## config.mk

```make
export PLATFORM = sky130hd
export DESIGN_NAME = signal_delay_var
export DESIGN_NICKNAME = d
export VERILOG_FILES = /design/src/rtl/signal_delay_var.sv
export SDC_FILE = /design/constraint.sdc
export NUM_CORES = 1
export LEC_CHECK = 0
export CORE_ASPECT_RATIO = 1.25
export CORE_UTILIZATION = 65
export DETAILED_ROUTE_END_ITERATION = 12
export PLACE_DENSITY = 0.84
export SYNTH_ARGS = -nofsm -noshare
export SYNTH_HDL_FRONTEND = slang
export SYNTH_SLANG_ARGS = --single-unit
```

## constraint.sdc

```tcl
create_clock -name clk -period 8.27 [get_ports clk]
set_input_delay 2.0675 -clock clk [delete_from_list [all_inputs] [get_ports clk]]
set_output_delay 2.0675 -clock clk [all_outputs]
set_load 0.03 [all_outputs]
```

## src/rtl/signal_delay_var.sv

```systemverilog
// signal_delay_var: variable-length data/valid delay line with fill tracking and lock indication
module signal_delay_var #(
   parameter int WIDTH_SIGNAL = 8,
   parameter int MAX_DELAY = 16,
   parameter logic [WIDTH_SIGNAL-1:0] RESET_VALUE = '0,
   localparam int DW = $clog2(MAX_DELAY + 1)
) (
   input  logic                    clk,
   input  logic                    rst,
   input  logic                    ce,
   input  logic                    flush,
   input  logic [DW-1:0]           dly_sel,
   input  logic                    in_valid,
   input  logic [WIDTH_SIGNAL-1:0] in_data,
   output logic                    out_valid,
   output logic [WIDTH_SIGNAL-1:0] out_data,
   output logic                    locked,
   output logic                    dly_err
);
   localparam int AW = $clog2(MAX_DELAY);
   typedef enum logic {FILL, RUN} state_t;
   state_t state;
   logic [WIDTH_SIGNAL-1:0] stage [MAX_DELAY];
   logic [MAX_DELAY-1:0] vld;
   logic [DW-1:0] fill_cnt, dly_cur, d_eff;
   logic [AW-1:0] idx;
   logic illegal, restart;
   always_comb begin
      illegal = dly_sel == '0 || dly_sel > DW'(MAX_DELAY);
      d_eff = dly_sel == '0 ? DW'(1) : (dly_sel > DW'(MAX_DELAY) ? DW'(MAX_DELAY) : dly_sel);
      restart = flush || d_eff != dly_cur;
      idx = AW'(dly_cur - DW'(1));
   end
   // A restart (flush or delay change) drops validity but leaves data stages untouched.
   always_ff @(posedge clk or posedge rst) begin
      if (rst) begin
         for (int i = 0; i < MAX_DELAY; i++) stage[i] <= RESET_VALUE;
         vld <= '0;
         fill_cnt <= '0;
         dly_cur <= DW'(MAX_DELAY);
         state <= FILL;
         dly_err <= 1'b0;
      end else begin
         dly_err <= illegal;
         if (restart) begin
            dly_cur <= d_eff;
            vld <= '0;
            fill_cnt <= '0;
            state <= FILL;
         end else if (ce) begin
            stage[0] <= in_data;
            for (int i = 1; i < MAX_DELAY; i++) stage[i] <= stage[i-1];
            vld <= {vld[MAX_DELAY-2:0], in_valid};
            if (state == FILL) begin
               fill_cnt <= fill_cnt + DW'(1);
               if (fill_cnt == dly_cur - DW'(1)) state <= RUN;
            end
         end
      end
   end
   assign locked = state == RUN;
   assign out_data = stage[idx];
   assign out_valid = locked && vld[idx];
endmodule
```

==> results by group, run 1 <==
Status
  – Status: complete, no violations

Clocking
  – Max Root-Sink Buffers: 2
  – Clk root buf: sky130_fd_sc_hd__clkbuf_16
  – Post-CTS Repair Setup Buffers: 0
  – Clock tree from TritonCTS: built
  – Number of buffers added to fix hold violations after cts: 0
  – Clk pin slew, worst setup/hold paths: 60 ps
  – Level count of the clock H-tree: 4
  – # clock sinks: 156
  – TritonCTS buffer count: 17
  – CTS resizes: 0
  – Later-pin clock latency in the skew report: 420 ps

Placed design
  – I/O Buffers: 28
  – Final HPWL from detailed placement: around 7.5 mm
  – Post-place instance area: about 7700 um2
  – Worst setup slack after placement: roughly 2400 ps
  – Placer congestion estimate: 0.792

Timing
  – Post-route worst hold slack: 506 ps
  – Minimum period implied by the final worst setup slack: about 5500 ps
  – Setup repair after global routing missed its margin: false
  – Highest clock rate: ~180 MHz
  – Rel. slew slack: 0.305
  – Max Slew Vio Count: 0
  – Post-route clock period utilization: 0.665
  – Worst Tran Pin Value: 1040 ps
  – Worst setup margin: 2770 ps
  – Endpoints failing hold: 0
  – Setup clock skew after layout: 4.20 ps
  – Setup TNS: 0 ps
  – Setup violators final: 0

Die
  – Area enclosed by the die boundary: 11700 um2
  – FP Rows: 43
  – Placeable core area: roughly 11000 um2
  – Effective utilization at floorplan: 0.666
  – Horizontal extent of the die: a little under 100 um
  – Overall die height: roughly 120 um
  – Number of I/O pins: 29

Power and ir drop
  – Power density of the placed cells: 227 nW/um2
  – Peak supply drop: ~0.16 mV
  – Part of the power in combinational logic: 0.101
  – Net switching fraction of the power: 0.229
  – Sequential Power Share: 0.433
  – Static leakage: 3.98 nW
  – Switching power summed over all nets: roughly 0.43 mW
  – Int Power: 1.46 mW
  – Clk pwr share: 0.465

Routing
  – Overall via count from detail_route: about 4000
  – Total wire length after detailed routing: 13.1 mm
  – Average wire length per cell after detail routing: between 20 and 25 um
  – DRT antenna net count: 0
  – Remaining DRCs: 0
  – Initial DRC Count: 288
  – Routed via count divided by cell count: 6.35
  – Initial DRT Pass Iterations: 4

GRT
  – Overflow after GRT: 0
  – Overall track demand over capacity in global routing: 0.243
  – First-pass GRT wire length: 21.9 mm
  – Initial antenna violation count: 0
  – Pin count of the biggest net entering global routing: 99
  – Via count of the first global-routing pass: 4179

Final layout
  – Post-route standard cell area excluding fillers: 8360 um2
  – Antenna diode count: 0
  – Count of nets after finishing: roughly 510
  – Growth of design area from synthesis to finish: 13.8%
  – Utilization of the core after routing: 0.758
  – Fraction of final layout cells with drive strength greater than 1: 0.423
  – Filler instances: 649

Worst hold path
  – Terminating pin of the worst hold path: stage[1]
  – Hold Path Class: flop to flop
  – Hold Path Cell Cnt: 1
  – Worst min-delay path startpoint: stage[1]

Critical path
  – Cell-by-cell trace of the critical path: clkdlybuf4s50_1 > or4_1 > ha_1 > nor3b_1 > xor2_1 > a2111o_1 > nor2_4 > buf_12 > mux2_2
  – Worst-path fanout max: a little under 100
  – Required time of the critical path: 8570 ps
  – Reg-to-Reg Start: dly_cur[0]
  – Setup crit end kind: flop
  – Longest individual stage delay on the worst path: 580 ps
  – Slack of the worst reg-to-reg path: 4930 ps
  – Master of the slowest instance on the critical path: sky130_fd_sc_hd__or4_1
  – Endpoint of the worst register-to-register path: stage[34]
  – Path type of the worst setup path: input pin to flop
  – Cell depth of the worst flop-to-flop path: 7
  – Element type at the critical path start: input pin
  – Arrival time worst endpoint: 5800 ps

Logic synthesis
  – Portion of the post-synthesis area used by sequential elements: 0.532
  – Count of unique library cells instantiated by Yosys: 39
  – Nets in the synthesized netlist: roughly 500
  – Cell area after technology mapping: 7350 um2
  – Number of warnings printed during yosys synthesis: 0
  – Count of mapped cells out of synthesis: approximately 470
  – Flip-flop and latch count after synthesis: 156
  – Mean post-synth cell area: 15.7 um2

Flow run
  – Max_cap viols: 0
[cells in the final DEF, fill, tap and decap left out, types with 7 or more instances in the layout]
cell and count:
sky130_fd_sc_hd__clkdlybuf4s50_1 28, sky130_fd_sc_hd__clkbuf_16 17, sky130_fd_sc_hd__mux2_4 30, sky130_fd_sc_hd__inv_1 7, sky130_fd_sc_hd__a211oi_1 9, sky130_fd_sc_hd__mux4_2 37
sky130_fd_sc_hd__dfrtp_1 154, sky130_fd_sc_hd__a22o_1 16, sky130_fd_sc_hd__xor2_1 9, sky130_fd_sc_hd__and2_1 9, sky130_fd_sc_hd__mux2i_1 9, sky130_fd_sc_hd__nor2_1 10
sky130_fd_sc_hd__a21oi_1 8, sky130_fd_sc_hd__mux2_2 99
[metal layers]
metal	share of wire	track usage	wire length (um)
met4	0.018	0.0924	240
met3	0.027	0.0490	348
met1	0.45	0.335	5880
met2	0.50	0.387	6600
met5	0	0	0
[worst max-delay path by stage]
| stage | startpoint | to | slack (ps) | depth (start not counted) |
|---|---|---|---|---|
| 6_report | dly_sel[0] | stage[34] | 2770 | 9 |
| 5_1_grt | dly_sel[0] | stage[67] | 2550 | 9 |
| 4_1_cts | dly_cur[0] | out_data[5] | 2720 | 8 |
| 3_5_place_dp | dly_sel[0] | stage[100] | 2400 | 9 |
| 3_3_place_gp | dly_sel[0] | stage[17] | 2500 | 9 |
| 2_1_floorplan | rst | dly_cur[0] | 2000 | 1 |
[metrics by stage]
stage,power [mW],cells
3_5_place_dp,1.03,607
4_1_cts,1.91,639
5_1_grt,1.96,639
6_report,1.90,639
3_3_place_gp,1.02,607
2_1_floorplan,0.969,467
[area by class of cell]
type                    instances  area [um2]  share of cell area
inverters                       8        35.0             0.00419
flip-flops and latches        156        3910               0.467
well taps                     135         169              0.0202
repair buffers                 35         345              0.0413
clock inverters                14         241              0.0289
multi-input cells             273        3220               0.386
clock buffers                  18         439              0.0525
[worst max-delay path: cells and delay by family]
| family | cells | cell delay (ps) |
|---|---|---|
| multiplexers | 1 | 410 |
| buffers and inverters | 2 | 940 |
| AND/OR/NAND/NOR | 3 | 1390 |
| AO/OA/AOI/OAI | 1 | 480 |
| adder cells (fa/ha/maj) | 1 | 300 |
| XOR/XNOR | 1 | 110 |
[cell usage after synthesis (all sizes together)]
cell type | number | share of area
a41oi | 1 | 0.0012
buf | 23 | 0.023
inv | 8 | 0.0041
mux2 | 129 | 0.21
nor2b | 1 | 0.00085
nor2 | 11 | 0.0066
nand3 | 1 | 0.00068
xnor2 | 7 | 0.0083
or4 | 1 | 0.0010
ha | 4 | 0.0068
nor3 | 4 | 0.0027
a21o | 1 | 0.0010
and4bb | 1 | 0.0017
nand2 | 2 | 0.0010
clkbuf | 7 | 0.0036
mux2i | 9 | 0.012
or2 | 1 | 0.0012
dfstp | 1 | 0.0036
o21ai | 1 | 0.00068
a221oi | 1 | 0.0012
nand2b | 1 | 0.00085
mux4 | 37 | 0.11
a211oi | 9 | 0.0092
xor2 | 9 | 0.011
a22o | 16 | 0.019
nand4 | 2 | 0.0017
dfrtp | 155 | 0.53
a22oi | 1 | 0.0010
a2111o | 1 | 0.0015
o21bai | 1 | 0.0010
nor3b | 4 | 0.0056
a21oi | 8 | 0.0055
and2 | 9 | 0.0077
[power by group through the flow]
stage	registers, mW	clock network [mW]	logic (mW)
6_report	0.823	0.883	0.193
5_1_grt	0.826	0.925	0.208
4_1_cts	0.822	0.895	0.196
3_5_place_dp	0.836	0	0.194
3_3_place_gp	0.834	0	0.190
2_1_floorplan	0.827	0	0.143
[cell families after synthesis]
logic type      after synthesis  synth area share
buf+inv                      38            0.0307
compound gates               40            0.0414
simple gates                 38            0.0317
xor+xnor                     16            0.0191
mux                         175             0.339
fa+ha+maj                     4           0.00681
flops                       156             0.532
[sequential cells by signal, indices dropped and copies added, names as in the netlist]
| signal | cells |
|---|---|
| locked | 1 |
| fill_cnt | 5 |
| dly_err | 1 |
| vld | 16 |
| stage | 128 |
| dly_cur | 5 |
Note: power is estimated with default switching activity, not from simulation.
==> run 2, diff against run 1 <==
--- a/config.mk
+++ b/config.mk
@@ -6,9 +6,9 @@
 export NUM_CORES = 1
 export LEC_CHECK = 0
 export CORE_ASPECT_RATIO = 1.25
-export CORE_UTILIZATION = 65
+export CORE_UTILIZATION = 61
 export DETAILED_ROUTE_END_ITERATION = 12
-export PLACE_DENSITY = 0.84
+export PLACE_DENSITY = 0.8
 export SYNTH_ARGS = -nofsm -noshare
 export SYNTH_HDL_FRONTEND = slang
 export SYNTH_SLANG_ARGS = --single-unit
==> constraint.sdc (replaced) <==
create_clock -name clk -period 5.3 [get_ports clk]
set_input_delay 1.325 -clock clk [delete_from_list [all_inputs] [get_ports clk]]
set_output_delay 1.325 -clock clk [all_outputs]
set_load 0.03 [all_outputs]
==> results by group, run 2 (synthesis results as in run 1) <==
Die
  – Effective utilization at floorplan: 0.629 (-0.0366)
  – Placeable core area: 11700 um2 (+5.8%)
  – Overall die height: 125 um (+3.2%)
  – Horizontal extent of the die: 100 um (+3.2%)
  – Area enclosed by the die boundary: 12500 um2 (+6.4%)
  – FP Rows: 44 (+2.3%)
  – Number of I/O pins: 29 (unchanged)

Critical path
  – Worst-path fanout max: 8 (-92%)
  – Cell depth of the worst flop-to-flop path: 7 (unchanged)
  – Slack of the worst reg-to-reg path: 2210 ps (-2720 ps)
  – Endpoint of the worst register-to-register path: stage[67]
  – Longest individual stage delay on the worst path: 680 ps (+100 ps)
  – Element type at the critical path start: flop
  – Path type of the worst setup path: flop to primary output
  – Cell family with the largest share of critical-path delay: buffers and inverters
  – Reg-to-Reg Start: dly_cur[0]
  – Cell-by-cell trace of the critical path: inv_1 > ha_1 > xnor2_2 > buf_4 > mux4_2 > mux2i_1 > a21oi_1 > clkdlybuf4s50_1
  – Master of the slowest instance on the critical path: sky130_fd_sc_hd__xnor2_2
  – Count of buffer and inverter cells on the critical path: 3 (+1)
  – Required time of the critical path: 3970 ps (-4600 ps)
  – Setup crit end kind: primary output
  – Arrival time worst endpoint: 3640 ps (-2160 ps)

Power and ir drop
  – Net switching fraction of the power: 0.240 (+0.0118)
  – Static leakage: 3.99 nW (+0.35%)
  – Peak supply drop: 0.245 mV (+52%)
  – Design Power: 2.87 mW (+51%)
  – Switching power summed over all nets: 0.689 mW (+59%)
  – Clk pwr share: 0.446 (-0.019)
  – Power density of the placed cells: 341 nW/um2 (+50%)
  – Int Power: 2.18 mW (+49%)
  – Part of the power in combinational logic: 0.107 (+0.006)
  – Sequential Power Share: 0.448 (+0.015)

Final layout
  – Number of cells in the finished layout apart from fillers: 670 (+4.9%)
  – Count of nets after finishing: 518 (+0.97%)
  – Most common cell after layout, fill and taps aside: sky130_fd_sc_hd__dfrtp_1
  – Utilization of the core after routing: 0.720 (-0.0379)
  – Registers with the most flip-flops: stage x128, vld x16
  – Growth of design area from synthesis to finish: 14.4%
  – Fraction of final layout cells with drive strength greater than 1: 0.430 (+0.00764)
  – Number of flip-flops under the largest register name: 128 (unchanged)
  – Highest-count cells in the layout ignoring fill and taps: 154 x sky130_fd_sc_hd__dfrtp_1, 99 x sky130_fd_sc_hd__mux2_2, 37 x sky130_fd_sc_hd__mux4_2
  – Antenna diode count: 0 (unchanged)
  – Biggest register: stage

Routing
  – Initial DRC Count: 176 (-39%)
  – Average wire length per cell after detail routing: 19.7 um (-3.9%)
  – Overall via count from detail_route: 4026 (-0.81%)
  – Remaining DRCs: 0 (unchanged)
  – Routed via count divided by cell count: 6.01 (-5.4%)
  – Initial DRT Pass Iterations: 5 (+1)
  – DRT antenna net count: 0 (unchanged)
  – Total wire length after detailed routing: 13.2 mm (+0.77%)

Clocking
  – Post-CTS Repair Setup Buffers: 0 (unchanged)
  – TritonCTS buffer count: 17 (unchanged)
  – Later-pin clock latency in the skew report: 430 ps (about the same)
  – Number of buffers added to fix hold violations after cts: 0 (unchanged)
  – Clk root buf: sky130_fd_sc_hd__clkbuf_16
  – Max Root-Sink Buffers: 2 (unchanged)
  – Clock tree from TritonCTS: built
  – CTS resizes: 0 (unchanged)
  – Level count of the clock H-tree: 4 (unchanged)
  – # clock sinks: 156 (unchanged)
  – Clk pin slew, worst setup/hold paths: 60 ps (about the same)

Timing
  – Worst Tran Pin Value: 1080 ps (+42.2 ps)
  – Setup clock skew after layout: 8.27 ps (+4.07 ps)
  – Post-route clock period utilization: 0.937
  – Max Slew Vio Count: 0 (unchanged)
  – Rel. slew slack: 0.277 (-0.0283)
  – Minimum period implied by the final worst setup slack: 4970 ps
  – Setup violators final: 0 (unchanged)
  – Endpoints failing hold: 0 (unchanged)
  – Setup TNS: 0 ps (unchanged)
  – Highest clock rate: about 200 MHz
  – Setup repair after global routing missed its margin: false

GRT
  – Pin count of the biggest net entering global routing: 105 (+6.1%)
  – First-pass GRT wire length: 22.6 mm (+3.3%)
  – Overall track demand over capacity in global routing: 0.241 (-0.00223)
  – Overflow after GRT: 0 (unchanged)
  – Initial antenna violation count: 0 (unchanged)
  – Via count of the first global-routing pass: 4317 (+3.3%)

Worst hold path
  – Hold Path Class: flop to flop
  – Terminating pin of the worst hold path: stage[1]
  – Worst min-delay path startpoint: stage[1]
  – Hold Path Cell Cnt: 1 (unchanged)

Placed design
  – I/O Buffers: 28 (unchanged)
  – Final HPWL from detailed placement: 8.07 mm (+7.0%)
  – Placer congestion estimate: 0.772 (-2.5%)
  – Placed cells: 638 (+5.1%)

Flow run
  – Max_cap viols: 0 (unchanged)

Status
  – Status: complete, no violations
## run 2: changes by cell type in the layout (fill, tap and decap cells not counted), moves of 2 or more
| cell | change |
|---|---|
| sky130_fd_sc_hd__buf_12 | +2 |
| sky130_fd_sc_hd__buf_4 | +3 |
| sky130_fd_sc_hd__bufinv_16 | -2 |
| sky130_fd_sc_hd__clkinv_2 | +3 |
## run 2: worst max path at each step
stage                     startpoint  cells after the start  slack [ps]     endpoint
final                     dly_cur[0]                      8         330  out_data[2]
after detailed placement  dly_sel[0]                      9         420    stage[67]
after floorplan           dly_cur[0]                     10         810  out_data[5]
after global placement    dly_sel[0]                      9         490    stage[33]
after CTS                 dly_cur[0]                      8         220  out_data[2]
after global routing      dly_cur[0]                      8         110  out_data[2]
## run 2: metrics by stage
step | hold WS [ps] | setup WS, ps | area (um2)
floorplan | 461 | 807 | 7350
global placement | 478 | 487 | 7780
detailed placement | 492 | 416 | 7780
CTS | 513 | 217 | 8400
global route | 536 | 106 | 8400
finish | 512 | 332 | 8400
## run 2: power groups by stage
| stage | clock [mW] | combinational, mW | sequential [mW] |
|---|---|---|---|
| floorplan | 0 | 0.223 | 1.29 |
| global placement | 0 | 0.302 | 1.30 |
| detailed placement | 0 | 0.309 | 1.31 |
| CTS | 1.30 | 0.311 | 1.28 |
| global route | 1.35 | 0.332 | 1.29 |
| finish | 1.28 | 0.306 | 1.28 |
## run 2: worst register-to-register path, delay by kind of cell, from the launching register on
family          cells  cell delay [ps]
compound gates      2              680
buf+inv             2              910
flops               1              350
mux                 1              410
simple gates        2              620
## run 2: final cells by class
class / count / area, um2
clock inverters: 15 / 198
well taps: 161 / 201
repair buffers: 40 / 408
fillers: 780 / 3270
multi-input cells: 273 / 3230
clock buffers: 17 / 425
flip-flops and latches: 156 / 3910
inverters: 8 / 33.8
## run 2: routing by layer
layer,global-route usage,vias up,share of wire,wire length [um]
li1,-,1806,-,-
met1,0.343,2151,0.47,6140
met2,0.364,53,0.50,6530
met3,0.0634,16,0.027,356
met4,0.0784,0,0.011,140
met5,0,-,0,0
==> run 3, diff against run 2 <==
--- a/config.mk
+++ b/config.mk
@@ -6,9 +6,9 @@
 export NUM_CORES = 1
 export LEC_CHECK = 0
 export CORE_ASPECT_RATIO = 1.25
-export CORE_UTILIZATION = 61
+export CORE_UTILIZATION = 65
 export DETAILED_ROUTE_END_ITERATION = 12
-export PLACE_DENSITY = 0.8
+export PLACE_DENSITY = 0.84
 export SYNTH_ARGS = -nofsm -noshare
 export SYNTH_HDL_FRONTEND = slang
 export SYNTH_SLANG_ARGS = --single-unit
==> constraint.sdc (replaced) <==
create_clock -name clk -period 5.9 [get_ports clk]
set_input_delay 1.18 -clock clk [delete_from_list [all_inputs] [get_ports clk]]
set_output_delay 1.18 -clock clk [all_outputs]
set_load 0.03 [all_outputs]
==> results by group, run 3 (synthesis results as in run 1) <==
GRT
  – Initial antenna violation count: 0 (unchanged)
  – Overall track demand over capacity in global routing: 0.243 (+0.00223)
  – Overflow after GRT: 0 (unchanged)
  – Pin count of the biggest net entering global routing: 112 (+6.7%)
  – Via count of the first global-routing pass: 4228 (-2.1%)
  – First-pass GRT wire length: 22.0 mm (-2.9%)

Clocking
  – Clk pin slew, worst setup/hold paths: 60 ps (about the same)
  – Number of buffers added to fix hold violations after cts: 0 (unchanged)
  – Clock tree from TritonCTS: built
  – Post-CTS Repair Setup Buffers: 0 (unchanged)
  – Clk root buf: sky130_fd_sc_hd__clkbuf_16
  – Level count of the clock H-tree: 4 (unchanged)
  – CTS resizes: 0 (unchanged)
  – TritonCTS buffer count: 17 (unchanged)
  – # clock sinks: 156 (unchanged)
  – Later-pin clock latency in the skew report: 410 ps (-20 ps)
  – Max Root-Sink Buffers: 2 (unchanged)

Die
  – Placeable core area: 11000 um2 (-5.5%)
  – Overall die height: 121 um (-3.1%)
  – Number of I/O pins: 29 (unchanged)
  – Area enclosed by the die boundary: 11700 um2 (-6.0%)
  – Horizontal extent of the die: 97.1 um (-3.1%)
  – Effective utilization at floorplan: 0.666 (+0.0366)
  – FP Rows: 43 (-2.3%)

Timing
  – Rel. slew slack: 0.289 (+0.0126)
  – Worst Tran Pin Value: 1060 ps (-18.8 ps)
  – Minimum period implied by the final worst setup slack: 4770 ps
  – Setup repair after global routing missed its margin: false
  – Highest clock rate: 210 MHz
  – Max Slew Vio Count: 0 (unchanged)
  – Setup TNS: 0 ps (unchanged)
  – Setup clock skew after layout: 7.36 ps (-0.904 ps)
  – Setup violators final: 0 (unchanged)
  – Endpoints failing hold: 0 (unchanged)
  – Post-route clock period utilization: 0.808

Critical path
  – Arrival time worst endpoint: 3590 ps (-50 ps)
  – Reg-to-Reg Start: dly_cur[0]
  – Worst-path fanout max: 16 (+8)
  – Element type at the critical path start: flop
  – Required time of the critical path: 4720 ps (+750 ps)
  – Setup crit end kind: primary output
  – Path type of the worst setup path: flop to primary output
  – Launch point of the critical path: dly_cur[0]

Routing
  – Initial DRT Pass Iterations: 4 (-1)
  – Initial DRC Count: 215 (+22%)
  – DRT antenna net count: 0 (unchanged)
  – Routed via count divided by cell count: 6.20 (+3.2%)
  – Remaining DRCs: 0 (unchanged)
  – Total wire length after detailed routing: 13.1 mm (-0.51%)
  – Average wire length per cell after detail routing: 20.4 um (+3.8%)
  – Overall via count from detail_route: 3980 (-1.1%)

Worst hold path
  – Hold Path Class: flop to flop
  – Worst min-delay path startpoint: stage[0]

Power and ir drop
  – Static leakage: 3.93 nW (-1.5%)
  – Peak supply drop: 0.243 mV (-0.60%)
  – Power density of the placed cells: 294 nW/um2 (-14%)

Final layout
  – Registers with the most flip-flops: stage x128, vld x16
  – Most common cell after layout, fill and taps aside: sky130_fd_sc_hd__dfrtp_1
  – Count of nets after finishing: 516 (-0.39%)
  – Biggest register: stage
  – Growth of design area from synthesis to finish: 12.3%
  – Number of flip-flops under the largest register name: 128 (unchanged)
  – Antenna diode count: 0 (unchanged)
  – Number of cells in the finished layout apart from fillers: 642 (-4.2%)
  – Highest-count cells in the layout ignoring fill and taps: 154 x sky130_fd_sc_hd__dfrtp_1, 99 x sky130_fd_sc_hd__mux2_2, 37 x sky130_fd_sc_hd__mux4_2
  – Fraction of final layout cells with drive strength greater than 1: 0.420 (-0.0101)

Placed design
  – I/O Buffers: 28 (unchanged)
  – Placed cells: 610 (-4.4%)
  – Final HPWL from detailed placement: 7.92 mm (-1.8%)
  – Placer congestion estimate: 0.797 (+3.2%)

Status
  – Status: complete, no violations

Flow run
  – Max_cap viols: 0 (unchanged)
## run 3: layout make-up
type                            count  area, um2
Multi-Input combinational cell    273       3220
Tap cell                          135        169
Fill cell                         646       2780
Clock inverter                     11       96.3
Sequential cell                   156       3910
Inverter                            8       35.0
Timing Repair Buffer               38        368
Clock buffer                       21        450
## run 3: worst max-delay path, cell delays in order, from the launching register on
cell                              delay, ps
sky130_fd_sc_hd__dfrtp_2                350
sky130_fd_sc_hd__inv_1                  110
sky130_fd_sc_hd__ha_1                   840
sky130_fd_sc_hd__buf_4                  400
sky130_fd_sc_hd__mux4_2                 340
sky130_fd_sc_hd__and2_1                 180
sky130_fd_sc_hd__a211oi_1               220
sky130_fd_sc_hd__a21oi_1                110
sky130_fd_sc_hd__clkdlybuf4s50_1        620
## run 3: through the flow
| step | util | power, mW | cell area (um2) | setup WS [ps] | hold slack (ps) |
|---|---|---|---|---|---|
| 6_report | 0.748 | 2.42 | 8250 | 1130 | 510 |
| 5_1_grt | 0.748 | 2.50 | 8250 | 1000 | 525 |
| 4_1_cts | 0.748 | 2.44 | 8250 | 1110 | 509 |
| 3_5_place_dp | 0.698 | 1.44 | 7700 | 973 | 495 |
| 3_3_place_gp | 0.698 | 1.43 | 7700 | 1110 | 478 |
| 2_1_floorplan | - | 1.36 | 7350 | 515 | 461 |
## run 3: worst paths after layout
| path | slack [ps] | cells past startpoint | end |
|---|---|---|---|
| setup / recovery | 1130 | 8 | out_data[5] |
| max in group asynchronous | 3370 | 3 | stage[84] |
| hold / removal | 510 | 1 | stage[0] |
| setup reg to reg | 2630 | 7 | stage[29] |
| min in group asynchronous | 1360 | 2 | vld[13] |
| hold reg to reg | 510 | 1 | stage[0] |
## run 3: routing by layer
layer / vias to the layer above / global-route usage / part of all wire
li1: 1788 / - / -
met1: 2122 / 0.336 / 0.45
met2: 54 / 0.397 / 0.51
met3: 16 / 0.0415 / 0.021
met4: 0 / 0.0830 / 0.016
met5: - / 0 / 0
## run 3: where the power goes
group | total [mW] | internal, mW | switching [mW] | leakage, nW
clock network | 0.998 | 0.588 | 0.410 | 0.255
logic | 0.272 | 0.130 | 0.141 | 1.52
registers | 1.15 | 1.12 | 0.0354 | 2.15
total | 2.42 | 1.84 | 0.586 | 3.93
